===== src/rtl/ghostchip_pkg.sv =====
// Shared keypad geometry and scan-state encoding
// for the keypad scanner slice.
package ghostchip_pkg;

  localparam int KEY_ROWS = 4;
  localparam int KEY_COLS = 4;
  localparam int NUM_KEYS = KEY_ROWS * KEY_COLS;
  localparam int ROW_W    = $clog2(KEY_ROWS);
  localparam int CODE_W   = $clog2(NUM_KEYS);

  typedef enum logic {
    SCAN   = 1'b0,
    COMMIT = 1'b1
  } scan_state_e;

  function automatic logic [KEY_ROWS-1:0] row_drive(
    input logic [ROW_W-1:0] r
  );
    return ~(KEY_ROWS'(1) << r);
  endfunction

endpackage


===== src/rtl/keypad_scanner_if.sv =====
// Physical keypad pins plus the debounced
// key state presented to the cpu.
interface keypad_scanner_if;
  import ghostchip_pkg::*;

  logic [KEY_ROWS-1:0] rows;
  logic [KEY_COLS-1:0] cols;
  logic [NUM_KEYS-1:0] matrix;
  logic                frame_done;
  logic                press_strobe;
  logic [CODE_W-1:0]   press_code;

  modport master (
    output rows,
    output matrix,
    output frame_done,
    output press_strobe,
    output press_code,
    input  cols
  );

  modport slave (
    input  rows,
    input  matrix,
    input  frame_done,
    input  press_strobe,
    input  press_code,
    output cols
  );

endinterface


===== src/rtl/keypad_debounce.sv =====
// Per-key frame-count debouncer, matrix register
// and lowest-index press-code priority pick.
module keypad_debounce
  import ghostchip_pkg::*;
#(
  parameter int DEBOUNCE_SCANS = 4
) (
  input  logic                clk,
  input  logic                reset,
  input  logic [NUM_KEYS-1:0] sample,
  input  logic                commit,
  output logic [NUM_KEYS-1:0] matrix,
  output logic                press_strobe,
  output logic [CODE_W-1:0]   press_code
);

  localparam int CW = $clog2(DEBOUNCE_SCANS + 1);

  logic [CW-1:0]       cnt_q [NUM_KEYS];
  logic [CW-1:0]       cnt_d [NUM_KEYS];
  logic [NUM_KEYS-1:0] matrix_q, matrix_d;
  logic                press_strobe_q, press_strobe_d;
  logic [CODE_W-1:0]   press_code_q, press_code_d;
  logic [NUM_KEYS-1:0] rise;
  logic [CW-1:0]       inc;
  logic [CODE_W-1:0]   pick;

  always_comb begin
    matrix_d = matrix_q;
    cnt_d    = cnt_q;
    inc      = '0;
    pick     = '0;
    if (commit) begin
      for (int k = 0; k < NUM_KEYS; k++) begin
        if (sample[k] == matrix_q[k]) begin
          cnt_d[k] = '0;
        end else begin
          inc = cnt_q[k] + 1'b1;
          if (inc == CW'(DEBOUNCE_SCANS)) begin
            matrix_d[k] = ~matrix_q[k];
            cnt_d[k]    = '0;
          end else begin
            cnt_d[k] = inc;
          end
        end
      end
    end
    rise = matrix_d & ~matrix_q;
    // descending scan so the lowest rising index wins
    for (int k = NUM_KEYS - 1; k >= 0; k--) begin
      if (rise[k]) pick = CODE_W'(k);
    end
    press_strobe_d = |rise;
    press_code_d   = press_strobe_d ? pick : press_code_q;
  end

  always_ff @(posedge clk) begin
    if (reset) begin
      matrix_q       <= '0;
      press_strobe_q <= 1'b0;
      press_code_q   <= '0;
      for (int k = 0; k < NUM_KEYS; k++) begin
        cnt_q[k] <= '0;
      end
    end else begin
      matrix_q       <= matrix_d;
      press_strobe_q <= press_strobe_d;
      press_code_q   <= press_code_d;
      cnt_q          <= cnt_d;
    end
  end

  assign matrix       = matrix_q;
  assign press_strobe = press_strobe_q;
  assign press_code   = press_code_q;

endmodule


===== src/rtl/keypad_scanner.sv =====
// Row-at-a-time keypad scanner: row FSM, settle
// counter and frame buffer feeding the debouncer.
module keypad_scanner
  import ghostchip_pkg::*;
#(
  parameter int SETTLE_CYCLES  = 16,
  parameter int DEBOUNCE_SCANS = 4
) (
  input  logic              clk,
  input  logic              reset,
  keypad_scanner_if.master  kp
);

  localparam int SW = $clog2(SETTLE_CYCLES);

  scan_state_e         state_q, state_d;
  logic [ROW_W-1:0]    r_q, r_d;
  logic [SW-1:0]       settle_q, settle_d;
  logic [NUM_KEYS-1:0] scan_buf_q, scan_buf_d;
  logic                frame_done_q, frame_done_d;

  always_comb begin
    state_d      = state_q;
    r_d          = r_q;
    settle_d     = settle_q;
    scan_buf_d   = scan_buf_q;
    frame_done_d = 1'b0;
    unique case (state_q)
      SCAN: begin
        if (settle_q == SW'(SETTLE_CYCLES - 1)) begin
          scan_buf_d[{r_q, 2'b00} +: KEY_COLS] = ~kp.cols;
          settle_d = '0;
          r_d      = r_q + 1'b1;
          if (r_q == ROW_W'(KEY_ROWS - 1)) begin
            state_d      = COMMIT;
            frame_done_d = 1'b1;
          end
        end else begin
          settle_d = settle_q + 1'b1;
        end
      end
      COMMIT: begin
        state_d = SCAN;
      end
      default: begin
        state_d = SCAN;
      end
    endcase
  end

  always_ff @(posedge clk) begin
    if (reset) begin
      state_q      <= SCAN;
      r_q          <= '0;
      settle_q     <= '0;
      scan_buf_q   <= '0;
      frame_done_q <= 1'b0;
    end else begin
      state_q      <= state_d;
      r_q          <= r_d;
      settle_q     <= settle_d;
      scan_buf_q   <= scan_buf_d;
      frame_done_q <= frame_done_d;
    end
  end

  // released immediately on reset so no row is driven while held
  assign kp.rows       = reset ? '1 : row_drive(r_q);
  assign kp.frame_done = frame_done_q;

  keypad_debounce #(
    .DEBOUNCE_SCANS (DEBOUNCE_SCANS)
  ) u_debounce (
    .clk          (clk),
    .reset        (reset),
    .sample       (scan_buf_q),
    .commit       (frame_done_q),
    .matrix       (kp.matrix),
    .press_strobe (kp.press_strobe),
    .press_code   (kp.press_code)
  );

endmodule


===== src/flat_wrapper.sv =====
// flat-port wrapper written by rule: the top's interface ports become plain ports
module keypad_scanner_flat import ghostchip_pkg::*;
#(
  parameter int SETTLE_CYCLES  = 16,
  parameter int DEBOUNCE_SCANS = 4
)
  (clk, reset, kp_rows, kp_matrix, kp_frame_done, kp_press_strobe, kp_press_code, kp_cols);
  keypad_scanner_if kp_i ();
  input  logic clk;
  input  logic reset;
  output wire logic [$bits(kp_i.rows)-1:0] kp_rows;
  output wire logic [$bits(kp_i.matrix)-1:0] kp_matrix;
  output wire logic [$bits(kp_i.frame_done)-1:0] kp_frame_done;
  output wire logic [$bits(kp_i.press_strobe)-1:0] kp_press_strobe;
  output wire logic [$bits(kp_i.press_code)-1:0] kp_press_code;
  input wire logic [$bits(kp_i.cols)-1:0] kp_cols;
  assign kp_rows = kp_i.rows;
  assign kp_matrix = kp_i.matrix;
  assign kp_frame_done = kp_i.frame_done;
  assign kp_press_strobe = kp_i.press_strobe;
  assign kp_press_code = kp_i.press_code;
  assign kp_i.cols = kp_cols;
  keypad_scanner #(.SETTLE_CYCLES(SETTLE_CYCLES), .DEBOUNCE_SCANS(DEBOUNCE_SCANS)) u_core (.clk(clk), .reset(reset), .kp(kp_i));
endmodule

===== config.mk =====
export PLATFORM = sky130hd
export DESIGN_NAME = keypad_scanner_flat
export DESIGN_NICKNAME = d
export VERILOG_FILES = /design/src/rtl/ghostchip_pkg.sv /design/src/rtl/keypad_scanner_if.sv /design/src/rtl/keypad_debounce.sv /design/src/rtl/keypad_scanner.sv /design/src/flat_wrapper.sv
export SDC_FILE = /design/constraint.sdc
export NUM_CORES = 1
export LEC_CHECK = 0
export ABC_CLOCK_PERIOD_IN_PS = 2300
export CAP_MARGIN = 20
export CORE_ASPECT_RATIO = 1.4
export CORE_MARGIN = 1
export CORE_UTILIZATION = 55
export DETAILED_ROUTE_END_ITERATION = 7
export PLACE_DENSITY = 0.77
export SLEW_MARGIN = 20
export SYNTH_ARGS = -nofsm -noshare
export SYNTH_HDL_FRONTEND = slang
export SYNTH_HIERARCHICAL = 1
export SYNTH_SLANG_ARGS = --single-unit

===== constraint.sdc =====
create_clock -name clk -period 2.3 [get_ports clk]
set_input_delay 0.69 -clock clk [delete_from_list [all_inputs] [get_ports clk]]
set_output_delay 0.69 -clock clk [all_outputs]
set_load 0.005 [all_outputs]

-- Word level (Yosys, flattened, before mapping)
Index checks and enable logic that the tools add are counted.
- shift-type cells: 3
- reduce and logical (&&, ||, !) cells: 3
- add/sub/neg operators: 19
- mux-type cells: 87
- equal/unequal tests: 34
- bitwise logic cells: 21
- operators with widths (kind ; number):
    $mux W3 ; 32
    $mux W4 ; 18
    $add A3 B1 Y3 const B ; 16
    $eq A3 B3 Y1 const B ; 16
    $mux W1 ; 34
    $not A1 Y1 ; 17
    $and A16 B16 Y16 ; 1
    $bwmux W16 ; 1
    $eq A1 B1 Y1 ; 16
    $mux W16 ; 1
    $not A16 Y16 ; 1
    $reduce_or A16 Y1 ; 1
    $shift A4 B6 Y16 const A ; 1
    $shiftx A4 B6 Y16 ; 1
    $not A4 Y4 ; 2
    $neg A4 Y6 ; 1
    $add A4 B1 Y4 const B ; 1
    $eq A4 B4 Y1 const B ; 1
    $shl A1 B2 Y4 const A ; 1
    $add A2 B1 Y2 const B ; 1
    $eq A2 B2 Y1 const B ; 1
    $pmux W1 S2 ; 1
    $reduce_and A2 Y1 ; 1
    $reduce_or A2 Y1 ; 1
- word-level logic and storage cells: 191
- flip-flop bits (word level): 93
- output and inout bits: 26

-- Depth between registers and ports, before layout
- word-level depth: 22
- depth in mapped cells: 8

-- Hierarchy
The synthesis kept the hierarchy.
- by module, submodules not included (module ; instances ; area each (um^2) ; cells an instance):
    keypad_debounce ; 1 ; 3952.5 ; 459
    keypad_scanner ; 1 ; 1106.1 ; 122

-- Worst setup path after synthesis
Ideal clock, no wire load.
- path kind: register to register
- start: reg u_core/u_debounce/cnt_q[27] in the netlist's numbering
- end: reg u_core.u_debounce.press_code_q[0] (netlist: u_core/u_debounce/press_code[0])
- slack: 0.445 ns
- required time: 2.212 ns
- clock period less this slack: 1.855 ns
- arrival time: 1.767 ns
- path buffers: 0
- setup time: 0.088 ns
- stages on the path, launching flop included: 8
- cells stage by stage: dfxtp_1 -> ha_1 -> ha_1 -> nand4b_1 -> and2_1 -> nand3_2 -> or4_4 -> o32ai_2
- longest elaborated chain between the ends: 13
- elaborated cells between the ends (all ways): 14
- RTL lines (item ; line ; RTL):
    from (decl) ; keypad_debounce.sv:19 ; logic [CW-1:0] cnt_q [NUM_KEYS];
    from (signal assigned) ; keypad_debounce.sv:69 ; cnt_q <= cnt_d;
    $add A3 B1 Y3 * ; keypad_debounce.sv:38 ; inc = cnt_q[k] + 1'b1;
    $eq A3 B3 Y1 * ; keypad_debounce.sv:39 ; if (inc == CW'(DEBOUNCE_SCANS)) begin
    $mux W1 * ; keypad_debounce.sv:39 ;
    $mux W1 * ; keypad_debounce.sv:35 ; if (sample[k] == matrix_q[k]) begin
    $mux W16 * ; keypad_debounce.sv:33 ; if (commit) begin
    $and A16 B16 Y16 * ; keypad_debounce.sv:48 ; rise = matrix_d & ~matrix_q;
    $mux W4 (7 in series) ; keypad_debounce.sv:51 ; if (rise[k]) pick = CODE_W'(k);
    to (signal assigned) ; keypad_debounce.sv:68 ; press_code_q <= press_code_d;
    to (decl) ; keypad_debounce.sv:23 ; logic [CODE_W-1:0] press_code_q, press_code_d;
Every way passes the cells marked *; elsewhere a longest branch is shown, timed or not.
A chain may end at the register's enable or synchronous reset.

-- Worst setup path after layout
- start: reg u_core.r_q[0]
- end: out kp_rows[2]
- longest elaborated chain between the ends: 3
- RTL lines (item ; line ; RTL):
    from (decl) ; keypad_scanner.sv:17 ; logic [ROW_W-1:0] r_q, r_d;
    from (signal assigned) ; keypad_scanner.sv:60 ; r_q <= r_d;
    $shl A1 B2 Y4 ; ghostchip_pkg.sv:19 ; return ~(KEY_ROWS'(1) << r);
    $not A4 Y4 ; ghostchip_pkg.sv:19 ;
    $mux W4 ; keypad_scanner.sv:68 ; assign kp.rows = reset ? '1 : row_drive(r_q);
    to (decl) ; flat_wrapper.sv:11 ; output wire logic [$bits(kp_i.rows)-1:0] kp_rows;
No other way between the ends.

==> impl_results.md <==
- Sequential fraction of the synthesis area: 0.364
- Post-synth top area share: 0.364
- Post-route ant nets: 0
- WHS Endpoint: u_core/u_debounce/cnt_q[7]$_SDFFE_PP0P_
- Largest net degree at the start of global routing: 64
- Crit. End Element: output pin
- DR DRC count: 0
- IO Count: 32
- Achievable Freq: 441 MHz
- Status: completed
- CP arrival: 1.58 ns
- Clock sink count: 92
- Post-synth EDFFs: 0
- Chip height: 115 microns
- PortBufs: 31
- Final #Nets: 663
- Fin Setup TNS: 0 ns
- Unique masters post-synth: 50
- FILL cells: 759
- Clk root buf: clkbuf_16
- WL final: 10.0 mm
- Vias: 4075
- Final hold vios: 0
- Core Box Area: 8980 sq um
- CTS tree: done
- Leak: 2.24 nW
- Die Width: 83.1 microns
- Max Slew Vio Count: 0
- Total number of yosys warnings: 6
- Startpoint Class: flop
- Crit path max fanout: 8
- Syn_nets: 640
- Worst-margin pin slew: 0.669 ns
- Hold path cells: 2
- Final setup violation count: 0
- Crit share post-route: 0.985
- Worst EP required: 1.61 ns
- Vias/cell: 5.69
- Total CTS buffers: 9
- Post-DP Area: 5420 sq um
- Synth Register Bits: 92
- Hold path start: u_core/u_debounce/cnt_q[7]$_SDFFE_PP0P_
- R2r startpoint: u_core/u_debounce/cnt_q[27]$_SDFFE_PP0P_
- Worst min path class: reg2reg
- Gr ovfl total: 0
- First-pass GRT wire length: 16.6 mm
- Area leader, netlist: dfxtp_1
- Routed length per placed instance: 14.0 microns
- Num rows: 41
- Most frequent cell after synthesis: dfxtp_1
- Ys flop type: dfxtp_1
- Mapped cell area: 5060 sq um
- RSZ-0062 raised after global routing: yes
- Clock slew seen by the registers of the worst setup and hold paths: 0.06 ns
- Cells taking the most area after synthesis: dfxtp_1 36%, ha_1 13%, nand2b_1 7.4%, a21oi_1 6.6%, nand3_1 4.2%
- Clk_skew: 0.00588 ns
- RR Endpoint: u_core/u_debounce/press_code[0]$_SDFFE_PP0P_
- Synth cell count leaders: 92 x dfxtp_1, 67 x a21oi_1, 60 x nand2b_1
- Drt first-iter violations: 196
- Die area: 9590 sq um
- Syn_area_per_cell: 8.71 sq um
- Post-Syn Instances: 581
- Initial antenna violation count: 0
- Area Growth Syn to Fin: 12.9%
- # Max-Cap Violations: 0
- P_sw: 0.621 mW
- Worst vdd ir: 0.000399 V
- Logic pwr share: 0.021
- Pwr dens: 531 nW/um^2
- Clock Path Buffers: 2
- Final min period: 2.27 ns
- GPL Wtd Cong: 0.882
- Post-synth ARST share: 0
- CP Class: reg2out
- Reg power frac: 0.529
- Share of layout cells above drive strength 1: 0.0805
- R2R Setup Slk: 0.22 ns
- Fin area: 5710 sq um
- R2R depth: 7
- Clock power share: 0.451
- TritonRoute pass-1 iters: 4
- Diode count: 0
- Vias in the first global route: 3728
- H-tree depth: 3
- Int Power: 2.41 mW
- GRT Resource Usage Total: 0.211
- Sw frac: 0.205
- Slew HR: 0.548
- Initial core utilization: 0.563
- Worst skew pair latency: 0.34 ns
- HPWL after DPL: 6.88 mm
- CTS Hold Buffers Added: 0
==> through the flow <==
| step | utilization | hold slack (ns) | instances | setup WS, ns | power (mW) |
|---|---|---|---|---|---|
| floorplan | - | 0.444 | 581 | 0.445 | 1.68 |
| finish | 0.636 | 0.466 | 716 | 0.0348 | 3.03 |
| global placement | 0.603 | 0.452 | 700 | 0.186 | 1.70 |
| global route | 0.636 | 0.487 | 716 | -0.0434 | 3.14 |
| detailed placement | 0.603 | 0.460 | 700 | 0.166 | 1.70 |
| CTS | 0.635 | 0.469 | 716 | 0.000329 | 3.07 |
==> worst max-delay path, stage by stage, from the launching register on <==
cell and delay (ns):
dfxtp_4 0.39, inv_2 0.06, ha_2 0.22, nand2b_1 0.08
clkdlybuf4s50_1 0.49
==> sequential cells by signal, summed over array words and instances (netlist names) <==
| name | cells |
|---|---|
| u_core/state_q | 1 |
| u_core/u_debounce/press_strobe | 1 |
| u_core/r_q | 2 |
| u_core/settle_q | 4 |
| u_core/u_debounce/matrix | 16 |
| u_core/u_debounce/press_code | 4 |
| u_core/u_debounce/cnt_q | 48 |
| u_core/scan_buf_q | 16 |
==> per-layer routing <==
layer,vias to the layer above,track usage,part of all wire
met5,-,0,0
met4,0,0.0724,0.018
met3,17,0.0477,0.036
met2,63,0.385,0.51
met1,1940,0.245,0.43
li1,2055,-,-
==> layout make-up <==
type                       count  area (sq um)  share of cell area
multi-input combinational    425          2940               0.514
sequential                    92          1850               0.324
timing repair buffer          41           383              0.0671
clock buffer                  14           264              0.0462
tap                          107           134              0.0234
inverter                      35           131              0.0230
clock inverter                 2          10.0             0.00175
==> how the worst max path moves through the flow <==
stage                                                  start                                      endpoint  slack [ns]  cells past startpoint
finish                            u_core/r_q[0]$_SDFFE_PP0P_                                    kp_rows[2]        0.03                      4
global route                      u_core/r_q[0]$_SDFFE_PP0P_                                    kp_rows[2]       -0.04                      4
CTS                               u_core/r_q[0]$_SDFFE_PP0P_                                    kp_rows[3]      0.0003                      3
detailed placement                u_core/r_q[0]$_SDFFE_PP0P_                                    kp_rows[2]        0.17                      4
global placement                                       reset                                    kp_rows[3]        0.19                      3
floorplan           u_core/u_debounce/cnt_q[27]$_SDFFE_PP0P_  u_core/u_debounce/press_code[0]$_SDFFE_PP0P_        0.44                      7
==> cells by family after synthesis <==
kind of cell | Yosys count | share of synthesized area
AOI/OAI and AO/OA | 97 | 0.104
adders and majority gates | 53 | 0.131
and+or+nand+nor | 253 | 0.304
buffers and inverters | 64 | 0.0574
DFF | 92 | 0.364
muxes | 3 | 0.00618
xor gates and xnor gates | 19 | 0.0329
==> what timing repair did <==
action	in CTS	in global routing
pin swaps	0	0
setup endpoints to repair	4	4
gates resized for setup	6	3
setup buffers	0	0
==> power by group through the flow <==
stage / combinational (mW) / sequential [mW] / clock (mW)
floorplan: 0.0424 / 1.64 / 0
global placement: 0.0615 / 1.64 / 0
detailed placement: 0.0629 / 1.64 / 0
CTS: 0.0631 / 1.60 / 1.40
global route: 0.0691 / 1.60 / 1.47
finish: 0.0626 / 1.60 / 1.37
==> placed cells by master, fill, tap and decap left out, types with 3 or more instances in the layout <==
cell type and n:
xor2_1 17, dfxtp_1 89, ha_1 49, nor2_1 22, and2_1 6, nand4b_1 19
inv_1 33, and4b_1 6, nand2_1 44, nand4_1 19, clkbuf_1 3, nand4b_2 7
ha_2 4, clkbuf_16 9, a21oi_1 67, nand2b_1 60, buf_4 10, o21ai_0 17
nand3b_1 11, clkdlybuf4s50_1 29, nand3_1 42
Note: power is estimated with default switching activity, not from simulation.
